--- src/rtl/mem_access_unit_pkg.sv ---
// Shared op-codes, FSM states and small helpers for the data-memory access unit.
// Optional statistics counters are enabled in the top by defining MAU_STATS_EN.
`default_nettype none

package mem_access_unit_pkg;

  typedef enum logic [2:0] {
    MAU_OP_LB  = 3'd0,
    MAU_OP_LH  = 3'd1,
    MAU_OP_LW  = 3'd2,
    MAU_OP_LBU = 3'd3,
    MAU_OP_LHU = 3'd4,
    MAU_OP_SB  = 3'd5,
    MAU_OP_SH  = 3'd6,
    MAU_OP_SW  = 3'd7
  } mau_op_e;

  typedef enum logic [1:0] {
    MAU_ST_IDLE  = 2'd0,
    MAU_ST_READ  = 2'd1,
    MAU_ST_WRITE = 2'd2,
    MAU_ST_RESP  = 2'd3
  } mau_state_e;

  function automatic logic is_store(mau_op_e op);
    return op inside {MAU_OP_SB, MAU_OP_SH, MAU_OP_SW};
  endfunction

  function automatic logic is_half(mau_op_e op);
    return op inside {MAU_OP_LH, MAU_OP_LHU, MAU_OP_SH};
  endfunction

  function automatic logic is_word(mau_op_e op);
    return op inside {MAU_OP_LW, MAU_OP_SW};
  endfunction

  function automatic logic [15:0] sat_inc(logic [15:0] v);
    return (v == 16'hFFFF) ? v : v + 16'd1;
  endfunction

endpackage

`default_nettype wire

--- src/rtl/mem_access_unit_if.sv ---
// Request/response handshake plus data-memory bus of the access unit.
// The unit uses the slave modport; execute stage and memory use master.
`default_nettype none

interface mem_access_unit_if #(
  parameter int ADDR_W = 32
) ();
  logic              Req_valid;
  logic              Req_ready;
  logic [2:0]        Req_op;
  logic [ADDR_W-1:0] Req_addr;
  logic [31:0]       Req_wdata;
  logic              Resp_valid;
  logic              Resp_ready;
  logic [31:0]       Resp_rdata;
  logic              Resp_err;
  logic [ADDR_W-1:0] DataAddress;
  logic [31:0]       Mem_wdata;
  logic              MemRead_en;
  logic              MemWrite_en;
  logic [31:0]       Mem_rdata;

  modport master (
    output Req_valid, Req_op, Req_addr, Req_wdata, Resp_ready, Mem_rdata,
    input  Req_ready, Resp_valid, Resp_rdata, Resp_err,
    input  DataAddress, Mem_wdata, MemRead_en, MemWrite_en
  );

  modport slave (
    input  Req_valid, Req_op, Req_addr, Req_wdata, Resp_ready, Mem_rdata,
    output Req_ready, Resp_valid, Resp_rdata, Resp_err,
    output DataAddress, Mem_wdata, MemRead_en, MemWrite_en
  );
endinterface

`default_nettype wire

--- src/rtl/mau_lane_align.sv ---
// Big-endian lane extraction with sign/zero extension for loads, and lane
// merge of store data into a read word for sub-word read-modify-write.
`default_nettype none

module mau_lane_align
  import mem_access_unit_pkg::*;
(
  input  mau_op_e     op_i,
  input  logic [1:0]  offset_i,
  input  logic [31:0] word_i,
  input  logic [15:0] wdata_i,
  output logic [31:0] load_o,
  output logic [31:0] merge_o
);

  logic [4:0]  byte_shift;
  logic [7:0]  byte_v;
  logic [15:0] half_v;
  logic [31:0] byte_mask;

  always_comb begin
    // Offset 0 is the most significant byte, so the shift is (3-b)*8.
    byte_shift = {~offset_i, 3'b000};
    byte_v     = word_i[byte_shift +: 8];
    half_v     = offset_i[1] ? word_i[15:0] : word_i[31:16];
    byte_mask  = 32'h0000_00FF << byte_shift;
    load_o     = word_i;
    merge_o    = word_i;
    case (op_i)
      MAU_OP_LB:  load_o  = {{24{byte_v[7]}}, byte_v};
      MAU_OP_LBU: load_o  = {24'h0, byte_v};
      MAU_OP_LH:  load_o  = {{16{half_v[15]}}, half_v};
      MAU_OP_LHU: load_o  = {16'h0, half_v};
      MAU_OP_SB:  merge_o = (word_i & ~byte_mask) | ({24'h0, wdata_i[7:0]} << byte_shift);
      MAU_OP_SH:  merge_o = offset_i[1] ? {word_i[31:16], wdata_i} : {wdata_i, word_i[15:0]};
      default:    ;
    endcase
  end

endmodule

`default_nettype wire

--- src/rtl/mem_access_unit.sv ---
// Load/store initiator for the multicycle CPU data memory: IDLE/READ/WRITE/RESP
// FSM with sub-word RMW stores. Define MAU_STATS_EN for Stat_* counters.
`default_nettype none

module mem_access_unit
  import mem_access_unit_pkg::*;
#(
  parameter int MEM_BYTES = 64,
  parameter int ADDR_W    = 32
) (
  input  logic               CLK_in,
  input  logic               RST_n,
  mem_access_unit_if.slave   bus,
  output logic [15:0]        Stat_loads,
  output logic [15:0]        Stat_stores,
  output logic [15:0]        Stat_errs
);

  mau_state_e        state_q;
  mau_op_e           op_q;
  logic [1:0]        off_q;
  logic [15:0]       wdata_q;
  logic              req_ready_q;
  logic              resp_valid_q;
  logic [31:0]       resp_rdata_q;
  logic              resp_err_q;
  logic [ADDR_W-1:0] daddr_q;
  logic [31:0]       mwdata_q;
  logic              re_q;
  logic              we_q;

  mau_op_e           req_op;
  logic [ADDR_W-1:0] req_aligned;
  logic              req_err;
  logic [31:0]       load_d;
  logic [31:0]       merge_d;

  assign req_op      = mau_op_e'(bus.Req_op);
  assign req_aligned = bus.Req_addr & ~ADDR_W'(3);
  assign req_err     = (is_half(req_op) && bus.Req_addr[0])
                    || (is_word(req_op) && (bus.Req_addr[1:0] != 2'b00))
                    || (req_aligned > ADDR_W'(MEM_BYTES - 4));

  mau_lane_align u_lane_align (
    .op_i     (op_q),
    .offset_i (off_q),
    .word_i   (bus.Mem_rdata),
    .wdata_i  (wdata_q),
    .load_o   (load_d),
    .merge_o  (merge_d)
  );

  // Enables are registered so an asynchronous reset removes them at once.
  always_ff @(posedge CLK_in or negedge RST_n) begin
    if (!RST_n) begin
      state_q      <= MAU_ST_IDLE;
      op_q         <= MAU_OP_LB;
      off_q        <= 2'b00;
      wdata_q      <= 16'h0;
      req_ready_q  <= 1'b0;
      resp_valid_q <= 1'b0;
      resp_rdata_q <= 32'h0;
      resp_err_q   <= 1'b0;
      daddr_q      <= '0;
      mwdata_q     <= 32'h0;
      re_q         <= 1'b0;
      we_q         <= 1'b0;
    end else begin
      case (state_q)
        MAU_ST_IDLE: begin
          req_ready_q <= 1'b1;
          if (req_ready_q && bus.Req_valid) begin
            req_ready_q  <= 1'b0;
            op_q         <= req_op;
            off_q        <= bus.Req_addr[1:0];
            wdata_q      <= bus.Req_wdata[15:0];
            resp_rdata_q <= 32'h0;
            resp_err_q   <= 1'b0;
            if (req_err) begin
              resp_err_q   <= 1'b1;
              resp_valid_q <= 1'b1;
              state_q      <= MAU_ST_RESP;
            end else begin
              daddr_q <= req_aligned;
              if (req_op == MAU_OP_SW) begin
                mwdata_q <= bus.Req_wdata;
                we_q     <= 1'b1;
                state_q  <= MAU_ST_WRITE;
              end else begin
                re_q    <= 1'b1;
                state_q <= MAU_ST_READ;
              end
            end
          end
        end
        MAU_ST_READ: begin
          re_q <= 1'b0;
          if (is_store(op_q)) begin
            mwdata_q <= merge_d;
            we_q     <= 1'b1;
            state_q  <= MAU_ST_WRITE;
          end else begin
            resp_rdata_q <= load_d;
            resp_valid_q <= 1'b1;
            state_q      <= MAU_ST_RESP;
          end
        end
        MAU_ST_WRITE: begin
          we_q         <= 1'b0;
          resp_valid_q <= 1'b1;
          state_q      <= MAU_ST_RESP;
        end
        MAU_ST_RESP: begin
          if (bus.Resp_ready) begin
            resp_valid_q <= 1'b0;
            resp_rdata_q <= 32'h0;
            resp_err_q   <= 1'b0;
            req_ready_q  <= 1'b1;
            state_q      <= MAU_ST_IDLE;
          end
        end
        default: state_q <= MAU_ST_IDLE;
      endcase
    end
  end

  assign bus.Req_ready   = req_ready_q;
  assign bus.Resp_valid  = resp_valid_q;
  assign bus.Resp_rdata  = resp_rdata_q;
  assign bus.Resp_err    = resp_err_q;
  assign bus.DataAddress = daddr_q;
  assign bus.Mem_wdata   = mwdata_q;
  assign bus.MemRead_en  = re_q;
  assign bus.MemWrite_en = we_q;

`ifdef MAU_STATS_EN
  logic        resp_hs;
  logic [15:0] loads_q;
  logic [15:0] stores_q;
  logic [15:0] errs_q;

  assign resp_hs = (state_q == MAU_ST_RESP) && bus.Resp_ready;

  always_ff @(posedge CLK_in or negedge RST_n) begin
    if (!RST_n) begin
      loads_q  <= 16'h0;
      stores_q <= 16'h0;
      errs_q   <= 16'h0;
    end else if (resp_hs) begin
      if (resp_err_q)          errs_q   <= sat_inc(errs_q);
      else if (is_store(op_q)) stores_q <= sat_inc(stores_q);
      else                     loads_q  <= sat_inc(loads_q);
    end
  end

  assign Stat_loads  = loads_q;
  assign Stat_stores = stores_q;
  assign Stat_errs   = errs_q;
`else
  assign Stat_loads  = 16'h0;
  assign Stat_stores = 16'h0;
  assign Stat_errs   = 16'h0;
`endif

endmodule

`default_nettype wire

--- src/flat_wrapper.sv ---
// flat-port wrapper written by rule: the top's interface ports become plain ports
module mem_access_unit_flat import mem_access_unit_pkg::*;
#(
  parameter int MEM_BYTES = 64,
  parameter int ADDR_W    = 32
)
  (CLK_in, RST_n, Stat_loads, Stat_stores, Stat_errs, bus_Req_valid, bus_Req_op, bus_Req_addr, bus_Req_wdata, bus_Resp_ready, bus_Mem_rdata, bus_Req_ready, bus_Resp_valid, bus_Resp_rdata, bus_Resp_err, bus_DataAddress, bus_Mem_wdata, bus_MemRead_en, bus_MemWrite_en);
  mem_access_unit_if #(.ADDR_W(ADDR_W)) bus_i ();
  input  logic CLK_in;
  input  logic RST_n;
  output logic [15:0] Stat_loads;
  output logic [15:0] Stat_stores;
  output logic [15:0] Stat_errs;
  input wire logic [$bits(bus_i.Req_valid)-1:0] bus_Req_valid;
  input wire logic [$bits(bus_i.Req_op)-1:0] bus_Req_op;
  input wire logic [$bits(bus_i.Req_addr)-1:0] bus_Req_addr;
  input wire logic [$bits(bus_i.Req_wdata)-1:0] bus_Req_wdata;
  input wire logic [$bits(bus_i.Resp_ready)-1:0] bus_Resp_ready;
  input wire logic [$bits(bus_i.Mem_rdata)-1:0] bus_Mem_rdata;
  output wire logic [$bits(bus_i.Req_ready)-1:0] bus_Req_ready;
  output wire logic [$bits(bus_i.Resp_valid)-1:0] bus_Resp_valid;
  output wire logic [$bits(bus_i.Resp_rdata)-1:0] bus_Resp_rdata;
  output wire logic [$bits(bus_i.Resp_err)-1:0] bus_Resp_err;
  output wire logic [$bits(bus_i.DataAddress)-1:0] bus_DataAddress;
  output wire logic [$bits(bus_i.Mem_wdata)-1:0] bus_Mem_wdata;
  output wire logic [$bits(bus_i.MemRead_en)-1:0] bus_MemRead_en;
  output wire logic [$bits(bus_i.MemWrite_en)-1:0] bus_MemWrite_en;
  assign bus_i.Req_valid = bus_Req_valid;
  assign bus_i.Req_op = bus_Req_op;
  assign bus_i.Req_addr = bus_Req_addr;
  assign bus_i.Req_wdata = bus_Req_wdata;
  assign bus_i.Resp_ready = bus_Resp_ready;
  assign bus_i.Mem_rdata = bus_Mem_rdata;
  assign bus_Req_ready = bus_i.Req_ready;
  assign bus_Resp_valid = bus_i.Resp_valid;
  assign bus_Resp_rdata = bus_i.Resp_rdata;
  assign bus_Resp_err = bus_i.Resp_err;
  assign bus_DataAddress = bus_i.DataAddress;
  assign bus_Mem_wdata = bus_i.Mem_wdata;
  assign bus_MemRead_en = bus_i.MemRead_en;
  assign bus_MemWrite_en = bus_i.MemWrite_en;
  mem_access_unit #(.MEM_BYTES(MEM_BYTES), .ADDR_W(ADDR_W)) u_core (.CLK_in(CLK_in), .RST_n(RST_n), .bus(bus_i), .Stat_loads(Stat_loads), .Stat_stores(Stat_stores), .Stat_errs(Stat_errs));
endmodule
--- config.mk ---
export PLATFORM = sky130hd
export DESIGN_NAME = mem_access_unit_flat
export DESIGN_NICKNAME = d
export VERILOG_FILES = /design/src/rtl/mem_access_unit_pkg.sv /design/src/rtl/mem_access_unit_if.sv /design/src/rtl/mau_lane_align.sv /design/src/rtl/mem_access_unit.sv /design/src/flat_wrapper.sv
export SDC_FILE = /design/constraint.sdc
export NUM_CORES = 1
export LEC_CHECK = 0
export BUFFER_PORTS_ARGS = -buffer_cell sky130_fd_sc_hd__buf_2
export CAP_MARGIN = 25
export CORE_MARGIN = 5
export CORE_UTILIZATION = 39
export CTS_CLUSTER_SIZE = 10
export DETAILED_ROUTE_END_ITERATION = 12
export GPL_ROUTABILITY_DRIVEN = 0
export GPL_TIMING_DRIVEN = 0
export PLACE_DENSITY = 0.75
export SYNTH_ARGS = -nofsm -noshare
export SYNTH_HDL_FRONTEND = slang
export SYNTH_SLANG_ARGS = --single-unit
--- constraint.sdc ---
create_clock -name CLK_in -period 3.5 [get_ports CLK_in]
set_clock_uncertainty 0.05 [all_clocks]
set_input_delay 0.7 -clock CLK_in [delete_from_list [all_inputs] [get_ports CLK_in]]
set_output_delay 0.7 -clock CLK_in [all_outputs]
set_load 0.1 [all_outputs]
==> results by group, run 1 <==
Status
  – Result of the run: completed

Yosys
  – Average footprint of a synthesized cell: 10.4 µm²
  – Most frequently used flop master after synthesis: dfrtp_1
  – Leading post-synthesis cells by cell area: dfrtp_1 (45%), mux2_4 (6.7%), buf_4 (5.6%)
  – Post-synthesis instance area: 6730 µm²
  – Cells after synthesis: 650
  – Commonest cells in the synthesized netlist: dfrtp_1 (122), nor2_1 (86), buf_4 (50), o21ai_0 (43), nand2_1 (40)
  – Number of library cell types mapped by synthesis: 57
  – Async SR Flop Fraction: 1.00
  – Number of enable flip-flop cells after synthesis: 0
  – Most used standard cell by instance count after synthesis: dfrtp_1
  – Count of warnings emitted by yosys: 0
  – Sequential share of the synthesized area: 0.453
  – Area share of the largest cell type after synthesis: 0.453
  – Cell type contributing the most total cell area after synthesis: dfrtp_1
  – Register bit total from synthesis: 122

Detailed routing
  – Remaining DRCs: 0
  – Via count of the routed design: 5,936
  – Number of nets with antenna violations after detailed routing: 0
  – DRT Pass-1 Iters: 7
  – Initial DRC Count: 384
  – Overall routed net length: 21,400 µm
  – Avg WL per Cell: 18.5 µm
  – Vias per std cell: 5.13

Clock network
  – Insertion delay of the later-clocked pin in the worst-skew pair: 420 ps
  – CTS tree: done
  – CTS Sinks: 122
  – Cell at the root of the clock tree: clkbuf_16
  – Maximum clock path buffer count: 2
  – Clock slew at reported path FFs: 60 ps
  – CTS-repair resized insts: 0
  – Post-CTS repair timing setup buffer count: 0
  – Number of buffers created by CTS: 17
  – Count of H-tree levels built during CTS: 4
  – Hold_buf cts: 0

Cells and area
  – Share of cells above drive strength 1: 0.394
  – Number of nets in the layout: 1,027
  – Number of antenna repair diodes: 0
  – Layout overhead on the synthesized area: 31.9%

Timing
  – Number of endpoints with negative hold slack in the final report: 0
  – Unrepaired setup endpoints after global routing: false
  – Hold Worst Slack: 105 ps
  – Fraction of the cycle the final worst path needs: 0.782
  – Achievable frequency: 365 MHz
  – Final critical delay including setup and external delays: 2740 ps
  – Final Setup Violations: 0
  – Transition at the pin with the smallest max-transition slack: 768 ps
  – Total negative slack for setup checks: 0 ps
  – Max-slew violation total from the final report: 0
  – Rel. slew slack: 0.484

Power and ir drop
  – Overall power after layout: 9.58 mW
  – Leakage power of the design: 4.63 nW
  – Maximum vdd ir drop: 0.949 mV
  – Power per cell area: 1080 nW/µm²

Floorplan
  – Total die area: 20,000 µm²
  – Initial Util: 0.393
  – Chip Width: 141 µm
  – Count of pins on the block boundary: 252
  – Placeable core region: 17,100 µm²
  – Height of the chip: 141 µm
  – Std cell rows: 48

Global route
  – Maximum number of pins on one net before global-route repair: 93
  – Number of antenna violations at the first check in global routing: 1
  – Number of global-route vias before repair: 5,903
  – Total global routing overflow: 0
  – Wire length of the first global-routing pass: 32,600 µm
  – Total global routing track utilization: 0.212

Worst setup path
  – Largest driver fanout on the critical path: 10
  – Crit path arrival time: 3000 ps
  – Capturing element type of the critical path: register
  – Sort of element at the start of the critical path: register
  – Type of the setup path with the least slack: reg -> reg
  – Crit path required time: 3760 ps

Placement
  – HPWL Detailed: 16,400 µm
  – I/O Buffers: 201

Worst hold path
  – Type of the most critical hold path: in -> async

Flow run
  – Maxcap violations: 0
==> sequential cells by signal, indices dropped and copies added, names as in the netlist <==
register                count
u_core.bus.Resp_valid       1
u_core.bus.Resp_rdata      32
u_core.state_q              2
u_core.bus.MemWrite_en      1
u_core.bus.Req_ready        1
u_core.wdata_q             16
u_core.bus.Mem_wdata       32
u_core.bus.MemRead_en       1
u_core.bus.Resp_err         1
u_core.off_q                2
u_core.bus.DataAddress     30
u_core.op_q                 3
==> through the flow <==
stage	cell area [µm²]	setup WS [ps]	util	instances
detailed placement	8240	681	0.481	1126
global placement	8210	91.4	0.479	1125
global route	8880	598	0.519	1158
finish	8880	762	0.519	1158
CTS	8880	802	0.519	1158
floorplan	6920	821	-	699
==> area by class of cell <==
cell class | instances | area, µm²
plain buffers | 87 | 546
fillers | 1577 | 8240
inverters | 19 | 71.3
clock inverters | 13 | 189
repair buffers | 202 | 1040
flip-flops and latches | 122 | 3050
multi-input cells | 471 | 3250
well taps | 225 | 282
clock buffers | 19 | 453
==> worst max-delay path, stage by stage, from the launching register on <==
cell	delay (ps)
dfrtp_1	410
inv_1	90
ha_1	240
clkbuf_1	340
clkbuf_1	480
clkbuf_1	500
a21oi_1	210
mux2_4	310
==> where the power goes <==
group | switching, mW | internal (mW)
clock network | 0.681 | 1.24
registers | 0.274 | 1.85
logic | 4.02 | 1.53
total | 4.98 | 4.61
==> path summary, 6_finish.rpt <==
| check | from | endpoint | slack (ps) | depth (start not counted) |
|---|---|---|---|---|
| worst max-delay path | u_core.state_q[1]$_DFFE_PN0P_ | u_core.bus.Mem_wdata[5]$_DFFE_PN0P_ | 760 | 7 |
| worst min-delay path | RST_n | u_core.bus.DataAddress[18]$_DFFE_PN0P_ | 110 | 1 |
| worst max register to register | u_core.state_q[1]$_DFFE_PN0P_ | u_core.bus.Mem_wdata[5]$_DFFE_PN0P_ | 760 | 7 |
| worst min register to register | u_core.bus.Resp_rdata[14]$_DFFE_PN0P_ | u_core.bus.Resp_rdata[14]$_DFFE_PN0P_ | 420 | 2 |
| max in group asynchronous | RST_n | u_core.bus.Resp_rdata[1]$_DFFE_PN0P_ | 2520 | 2 |
| min in group CLK_in | u_core.bus.Resp_rdata[14]$_DFFE_PN0P_ | u_core.bus.Resp_rdata[14]$_DFFE_PN0P_ | 420 | 2 |
==> cell usage in the layout, fill, tap and decap left out, types with 3 or more instances in the layout <==
| master | instances |
|---|---|
| ha_1 | 4 |
| dfrtp_1 | 122 |
| inv_1 | 19 |
| nor3_1 | 6 |
| a21o_1 | 4 |
| a221o_1 | 8 |
| mux2_4 | 30 |
| buf_6 | 4 |
| nor2_1 | 86 |
| nand2b_1 | 4 |
| clkbuf_1 | 27 |
| a21oi_1 | 26 |
| o21ai_0 | 43 |
| mux2_2 | 30 |
| a22oi_1 | 6 |
| a22o_1 | 3 |
| clkbuf_16 | 17 |
| buf_4 | 50 |
| mux2i_1 | 27 |
| and3_1 | 3 |
| buf_2 | 207 |
| bufinv_16 | 4 |
| nor2b_1 | 28 |
| and2_1 | 3 |
| nand3_1 | 3 |
| inv_6 | 4 |
| a221oi_1 | 14 |
| nor4_1 | 4 |
| conb_1 | 50 |
| nand2_1 | 40 |
| mux4_2 | 7 |
| o221ai_1 | 7 |
==> cell families after synthesis <==
group / synth area share
and+or+nand+nor: 0.131
DFF: 0.453
AOI/OAI and AO/OA: 0.133
muxes: 0.181
adders and majority gates: 0.00743
other: 0.000557
xor gates and xnor gates: 0.00260
buffers and inverters: 0.0916
==> per-layer routing <==
metal	vias up	share of wire	GRT usage
li1	2753	-	-
met1	2774	0.40	0.279
met2	365	0.46	0.326
met3	42	0.12	0.0735
met4	2	0.027	0.0773
met5	-	0.00084	0
Power figures use the tool's default switching activity.
==> inputs of run 2 (changes only) <==
==> constraint.sdc (replaced) <==
create_clock -name CLK_in -period 2.7 [get_ports CLK_in]
set_clock_uncertainty 0.05 [all_clocks]
set_input_delay 0.54 -clock CLK_in [delete_from_list [all_inputs] [get_ports CLK_in]]
set_output_delay 0.54 -clock CLK_in [all_outputs]
set_load 0.1 [all_outputs]
==> results by group, run 2 (same netlist as run 1, synthesis figures left out) <==
Status
  – Result of the run: completed

Detailed routing
  – Avg WL per Cell: 18.5 µm (about the same)
  – Number of nets with antenna violations after detailed routing: 0 (unchanged)
  – Overall routed net length: 21,400 µm (+0.16%)
  – Remaining DRCs: 0 (unchanged)
  – Vias per std cell: 5.09 (-0.78%)
  – Initial DRC Count: 483 (+26%)
  – Via count of the routed design: 5,895 (-0.69%)
  – DRT Pass-1 Iters: 5 (-2)

Worst setup path
  – Worst path buffer plus inverter count: 4 (unchanged)
  – Largest driver fanout on the critical path: 10 (unchanged)
  – Capturing element type of the critical path: register
  – Type of the setup path with the least slack: reg -> reg
  – Standard cell with the maximum stage delay on the critical path: clkbuf_1
  – Maximum single-stage delay on the critical path: 470 ps (-30 ps)
  – Gate family responsible for the most delay along the worst path: buffers and inverters
  – Worst-path cell chain: inv_1 > ha_1 > clkbuf_1 > clkbuf_1 > clkbuf_2 > a21oi_1 > mux2_4
  – Crit path arrival time: 2800 ps (-200 ps)
  – Crit path required time: 2960 ps (-800 ps)
  – Sort of element at the start of the critical path: register
  – Most repeated library cell on the critical path: clkbuf_1

Global route
  – Number of global-route vias before repair: 5,904 (+0.017%)
  – Maximum number of pins on one net before global-route repair: 93 (unchanged)
  – Number of antenna violations at the first check in global routing: 1 (unchanged)
  – Wire length of the first global-routing pass: 32,600 µm (about the same)
  – Total global routing track utilization: 0.212 (about the same)
  – Total global routing overflow: 0 (unchanged)

Clock network
  – CTS Sinks: 122 (unchanged)
  – Number of buffers created by CTS: 17 (unchanged)
  – Insertion delay of the later-clocked pin in the worst-skew pair: 420 ps (about the same)
  – CTS tree: done
  – Cell at the root of the clock tree: clkbuf_16
  – Count of H-tree levels built during CTS: 4 (unchanged)
  – Maximum clock path buffer count: 2 (unchanged)
  – Clock slew at reported path FFs: 60 ps (about the same)
  – Post-CTS repair timing setup buffer count: 0 (unchanged)

Timing
  – Max-slew violation total from the final report: 0 (unchanged)
  – Fraction of the cycle the final worst path needs: 0.943 (+0.160)
  – Hold Worst Slack: 304 ps (+199 ps)
  – Number of endpoints with negative hold slack in the final report: 0 (unchanged)
  – Achievable frequency: 393 MHz (+7.6%)
  – Rel. slew slack: 0.501 (+0.0172)
  – Final Setup Violations: 0 (unchanged)
  – Transition at the pin with the smallest max-transition slack: 739 ps (-29.3 ps)
  – Final critical delay including setup and external delays: 2550 ps (-193 ps)
  – Unrepaired setup endpoints after global routing: false
  – Total negative slack for setup checks: 0 ps (unchanged)

Floorplan
  – Count of pins on the block boundary: 252 (unchanged)
  – Placeable core region: 17,100 µm² (unchanged)
  – Initial Util: 0.393 (unchanged)
  – Chip Width: 141 µm (unchanged)
  – Std cell rows: 48 (unchanged)
  – Total die area: 20,000 µm² (unchanged)
  – Height of the chip: 141 µm (unchanged)

Worst hold path
  – Type of the most critical hold path: in -> reg

Power and ir drop
  – Power per cell area: 1400 nW/µm² (+30%)
  – Proportion of power drawn by combinational gates: 0.579 (about the same)
  – Leakage power of the design: 4.64 nW (+0.22%)
  – Net switching share of the total power: 0.519 (about the same)
  – Internal power consumption: 5.98 mW (+30%)
  – Clock Power Share: 0.200 (about the same)
  – Sw power: 6.45 mW (+30%)
  – Overall power after layout: 12.4 mW (+30%)
  – Sequential power share: 0.221 (about the same)
  – Maximum vdd ir drop: 1.23 mV (+30%)

Cells and area
  – Commonest non-fill, non-tap cells in the layout: buf_2 (207), dfrtp_1 (122), nor2_1 (86)
  – Area taken by flip-flops and latches: 3050 µm² (unchanged)
  – Filler-free cell count of the finished design: 1,159 (+0.086%)
  – Leading cell type in the layout, fill and taps excluded: buf_2
  – Layout overhead on the synthesized area: 32.1%
  – Share of cells above drive strength 1: 0.396 (+0.00172)
  – Number of fill cells: 1,579 (+0.13%)
  – Combined area of the multi-input logic cells: 3250 µm² (unchanged)
  – Number of antenna repair diodes: 0 (unchanged)
  – Number of nets in the layout: 1,028 (+0.097%)

Placement
  – Number of cells in the design after placement: 1,126 (unchanged)
  – I/O Buffers: 201 (unchanged)
  – HPWL Detailed: 16,400 µm (unchanged)

Flow run
  – Maxcap violations: 0 (unchanged)
-- run 2: worst paths after layout --
path	start	to	slack [ps]	depth (start not counted)
max	u_core.state_q[1]$_DFFE_PN0P_	u_core.bus.Mem_wdata[5]$_DFFE_PN0P_	150	7
min	bus_Req_addr[5]	u_core.bus.DataAddress[5]$_DFFE_PN0P_	300	2
max reg2reg	u_core.state_q[1]$_DFFE_PN0P_	u_core.bus.Mem_wdata[5]$_DFFE_PN0P_	150	7
min reg2reg	u_core.bus.Resp_rdata[14]$_DFFE_PN0P_	u_core.bus.Resp_rdata[14]$_DFFE_PN0P_	420	2
max in group asynchronous	RST_n	u_core.bus.Resp_rdata[1]$_DFFE_PN0P_	1300	3
min in group asynchronous	RST_n	u_core.bus.DataAddress[18]$_DFFE_PN0P_	510	2
-- run 2: power by group through the flow --
stage | combinational, mW | clock (mW) | sequential (mW)
2_1_floorplan | 3.24 | 0 | 5.31
3_3_place_gp | 7.07 | 0 | 2.75
3_5_place_dp | 7.16 | 0 | 2.77
4_1_cts | 7.18 | 2.53 | 2.74
5_1_grt | 7.61 | 2.62 | 2.81
6_report | 7.20 | 2.49 | 2.75
-- run 2: timing repair --
| item | CTS | global route |
|---|---|---|
| endpoints found under the hold margin | 30 | 0 |
| setup endpoints to repair | 0 | 10 |
| hold buffers | 1 | 0 |
| gates resized for setup | 0 | 4 |
-- run 2: worst register-to-register path, cell delays in order (launching register included) --
cell      delay [ps]
dfrtp_1          410
inv_1             90
ha_1             250
clkbuf_1         340
clkbuf_1         470
clkbuf_2         370
a21oi_1          170
mux2_4           290
-- run 2: cell type report --
cell class,instances,share of cell area
repair buffers,203,0.118
inverters,19,0.00802
clock inverters,13,0.0212
flip-flops and latches,122,0.343
well taps,225,0.0317
multi-input cells,471,0.365
clock buffers,19,0.0509
plain buffers,87,0.0616
-- run 2: layer usage --
layer  global-route usage  wire length [µm]  part of all wire  vias to the layer above
met1                0.279              8760              0.41                     2771
met5                    0                18           0.00084                        -
met4               0.0773               535             0.025                        2
met2                0.326              9800              0.46                      329
met3               0.0735              2310              0.11                       39
li1                     -                 -                 -                     2754
-- run 2: per-stage QoR --
step                cell area [µm²]  worst slack (ps)   util
floorplan                      6920              21.3      -
global placement               8210              -549  0.479
detailed placement             8240              7.04  0.481
CTS                            8890              2.03  0.519
global route                   8890              18.0  0.520
finish                         8890               155  0.520
==> inputs of run 3 (changes only) <==
--- a/config.mk
+++ b/config.mk
@@ -9,6 +9,7 @@
 export CAP_MARGIN = 25
 export CORE_MARGIN = 5
 export CORE_UTILIZATION = 39
+export CTS_BUF_LIST = sky130_fd_sc_hd__clkbuf_2
 export CTS_CLUSTER_SIZE = 10
 export DETAILED_ROUTE_END_ITERATION = 12
 export GPL_ROUTABILITY_DRIVEN = 0
==> results by group, run 3 (same netlist as run 1, synthesis figures left out) <==
Power and ir drop
  – Power per cell area: 1290 nW/µm² (-7.9%)
  – Maximum vdd ir drop: 1.34 mV (+8.8%)
  – Leakage power of the design: 4.61 nW (-0.64%)
  – Overall power after layout: 11.3 mW (-8.8%)

Timing
  – Final critical delay including setup and external delays: 2540 ps (-5.14 ps)
  – Final Setup Violations: 0 (unchanged)
  – Achievable frequency: 394 MHz (+0.20%)
  – Fraction of the cycle the final worst path needs: 0.941 (-0.00191)
  – Total negative slack for setup checks: 0 ps (unchanged)
  – Unrepaired setup endpoints after global routing: false
  – Transition at the pin with the smallest max-transition slack: 806 ps (+67.6 ps)
  – Max-slew violation total from the final report: 0 (unchanged)
  – Number of endpoints with negative hold slack in the final report: 0 (unchanged)
  – Rel. slew slack: 0.458 (-0.0429)

Worst setup path
  – Crit path arrival time: 3100 ps (+300 ps)
  – Type of the setup path with the least slack: reg -> reg
  – Crit path required time: 3250 ps (+290 ps)
  – Register-to-register setup slack: 160 ps (about the same)
  – Worst-path cell chain: inv_1 > ha_1 > a22o_1 > or3_1 > clkbuf_1 > clkbuf_2 > a221o_1
  – Maximum single-stage delay on the critical path: 460 ps (about the same)
  – Standard cell with the maximum stage delay on the critical path: dfrtp_1
  – Gate family responsible for the most delay along the worst path: compound AO/OA/AOI/OAI gates
  – Endpoint of the worst-slack reg-to-reg timing path: u_core.bus.Resp_rdata[5]$_DFFE_PN0P_
  – Worst reg2reg path depth: 7 (unchanged)
  – Capturing element type of the critical path: register
  – Sort of element at the start of the critical path: register
  – Worst reg2reg path startpoint: u_core.state_q[0]$_DFFE_PN0P_
  – Largest driver fanout on the critical path: 10 (unchanged)
  – Worst path buffer plus inverter count: 3 (-1)

Cells and area
  – Layout Cell Area excl Fill: 8810 µm² (-0.89%)
  – Area taken by flip-flops and latches: 3050 µm² (unchanged)
  – Number of nets in the layout: 1,056 (+2.7%)
  – Number of antenna repair diodes: 0 (unchanged)
  – Filler-free cell count of the finished design: 1,187 (+2.4%)
  – Layout overhead on the synthesized area: 30.9%
  – Number of fill cells: 1,604 (+1.6%)
  – Commonest non-fill, non-tap cells in the layout: buf_2 (207), dfrtp_1 (122), nor2_1 (86)
  – Share of cells above drive strength 1: 0.384 (-0.0126)
  – Leading cell type in the layout, fill and taps excluded: buf_2
  – Combined area of the multi-input logic cells: 3250 µm² (unchanged)

Global route
  – M2 GR Usage: 0.338 (+0.0120)
  – Total global routing track utilization: 0.212 (about the same)
  – Wire length of the first global-routing pass: 32,900 µm (+0.82%)
  – Total global routing overflow: 0 (unchanged)
  – Global Route met1 Usage: 0.278 (-0.000649)
  – Number of global-route vias before repair: 5,992 (+1.5%)
  – Met3 track demand over resource: 0.0721 (-0.00135)
  – Number of antenna violations at the first check in global routing: 1 (unchanged)
  – Layer with the highest usage after global routing: met2
  – Maximum number of pins on one net before global-route repair: 93 (unchanged)

Floorplan
  – Placeable core region: 17,100 µm² (unchanged)
  – Height of the chip: 141 µm (unchanged)
  – Initial Util: 0.393 (unchanged)
  – Count of pins on the block boundary: 252 (unchanged)
  – Std cell rows: 48 (unchanged)
  – Total die area: 20,000 µm² (unchanged)
  – Chip Width: 141 µm (unchanged)

Placement
  – I/O Buffers: 201 (unchanged)
  – HPWL Detailed: 16,400 µm (unchanged)
  – Number of cells in the design after placement: 1,126 (unchanged)
  – Area after DPL: 8240 µm² (unchanged)

Detailed routing
  – Avg WL per Cell: 18.1 µm (-1.8%)
  – Remaining DRCs: 0 (unchanged)
  – Via count of the routed design: 6,054 (+2.7%)
  – Vias per std cell: 5.10 (+0.27%)
  – Initial DRC Count: 401 (-17%)
  – Overall routed net length: 21,500 µm (+0.56%)
  – DRT Pass-1 Iters: 5 (unchanged)
  – Number of nets with antenna violations after detailed routing: 0 (unchanged)

Worst hold path
  – Number of instances on the worst hold path: 3 (+1)
  – Type of the most critical hold path: in -> reg
  – Worst hold path endpoint: u_core.bus.Resp_rdata[16]$_DFFE_PN0P_
  – Hold Crit Start: bus_Mem_rdata[16]

Flow run
  – Maxcap violations: 0 (unchanged)

Status
  – Result of the run: completed

Clock network
  – Clock slew at reported path FFs: 220 ps (+160 ps)
  – Cell at the root of the clock tree: clkbuf_2
  – CTS Sinks: 122 (unchanged)
  – Count of H-tree levels built during CTS: 4 (unchanged)
  – CTS tree: done
  – Insertion delay of the later-clocked pin in the worst-skew pair: 720 ps (+300 ps)
  – Number of buffers created by CTS: 17 (unchanged)
  – Maximum clock path buffer count: 2 (unchanged)
  – Post-CTS repair timing setup buffer count: 0 (unchanged)
[run 3: cell types whose count changed in the layout (fill, tap and decap cells not counted)]
cell / change
clkinv_1: +2
clkbuf_8: -2
clkbuf_1: -1
clkbuf_2: +18
dlygate4sd3_1: +28
clkbuf_16: -17
[run 3: timing repair]
item | in CTS | in global routing
pin swaps | 0 | 0
hold buffers | 26 | 3
cloned | 0 | 0
endpoints found under the setup margin | 1 | 6
resized for setup | 1 | 4
hold endpoints to repair | 117 | 3
[run 3: worst max path at each step]
stage / start / depth (start not counted) / slack [ps] / end
after floorplan: u_core.bus.Req_ready$_DFFE_PN0P_ / 6 / 20 / u_core.bus.Resp_rdata[4]$_DFFE_PN0P_
after global placement: RST_n / 1 / -550 / u_core.bus.Mem_wdata[28]$_DFFE_PN0P_
after detailed placement: u_core.state_q[1]$_DFFE_PN0P_ / 7 / 7 / u_core.bus.Mem_wdata[5]$_DFFE_PN0P_
after CTS: u_core.state_q[0]$_DFFE_PN0P_ / 7 / 110 / u_core.bus.Resp_rdata[5]$_DFFE_PN0P_
after global routing: u_core.state_q[0]$_DFFE_PN0P_ / 8 / 20 / u_core.bus.Resp_rdata[6]$_DFFE_PN0P_
final: u_core.state_q[0]$_DFFE_PN0P_ / 7 / 160 / u_core.bus.Resp_rdata[5]$_DFFE_PN0P_
[run 3: area by class of cell]
type / count / share of cell area
plain buffers: 87 / 0.0623
clock buffers: 17 / 0.00965
clock inverters: 15 / 0.0223
inverters: 19 / 0.00809
multi-input cells: 471 / 0.368
flip-flops and latches: 122 / 0.346
well taps: 225 / 0.0319
repair buffers: 231 / 0.151
[run 3: tightest hold or removal path: stages]
cell and delay [ps]:
buf_2 130, nor2_1 90, o21ai_0 70
[run 3: power breakdown]
group	switching, mW	leakage [nW]	internal (mW)	total [mW]
Clock	0.768	0.161	0.612	1.38
Sequential	0.355	1.56	2.38	2.74
Combinational	5.22	2.89	2.01	7.23
Total	6.34	4.61	5.00	11.3
[run 3: routing by layer]
metal  up-vias  part of all wire
met5         -           0.00084
met4         2             0.020
met3        38              0.11
met2       346              0.47
met1      2853              0.40
li1       2815                 -
[run 3: metrics by stage]
| stage | setup slack [ps] | hold slack [ps] | utilization |
|---|---|---|---|
| after floorplan | 21.3 | 194 | - |
| after global routing | 15.4 | 23.3 | 0.515 |
| final | 160 | 85.2 | 0.515 |
| after detailed placement | 7.04 | 387 | 0.481 |
| after global placement | -549 | 399 | 0.479 |
| after CTS | 114 | 3.54 | 0.513 |
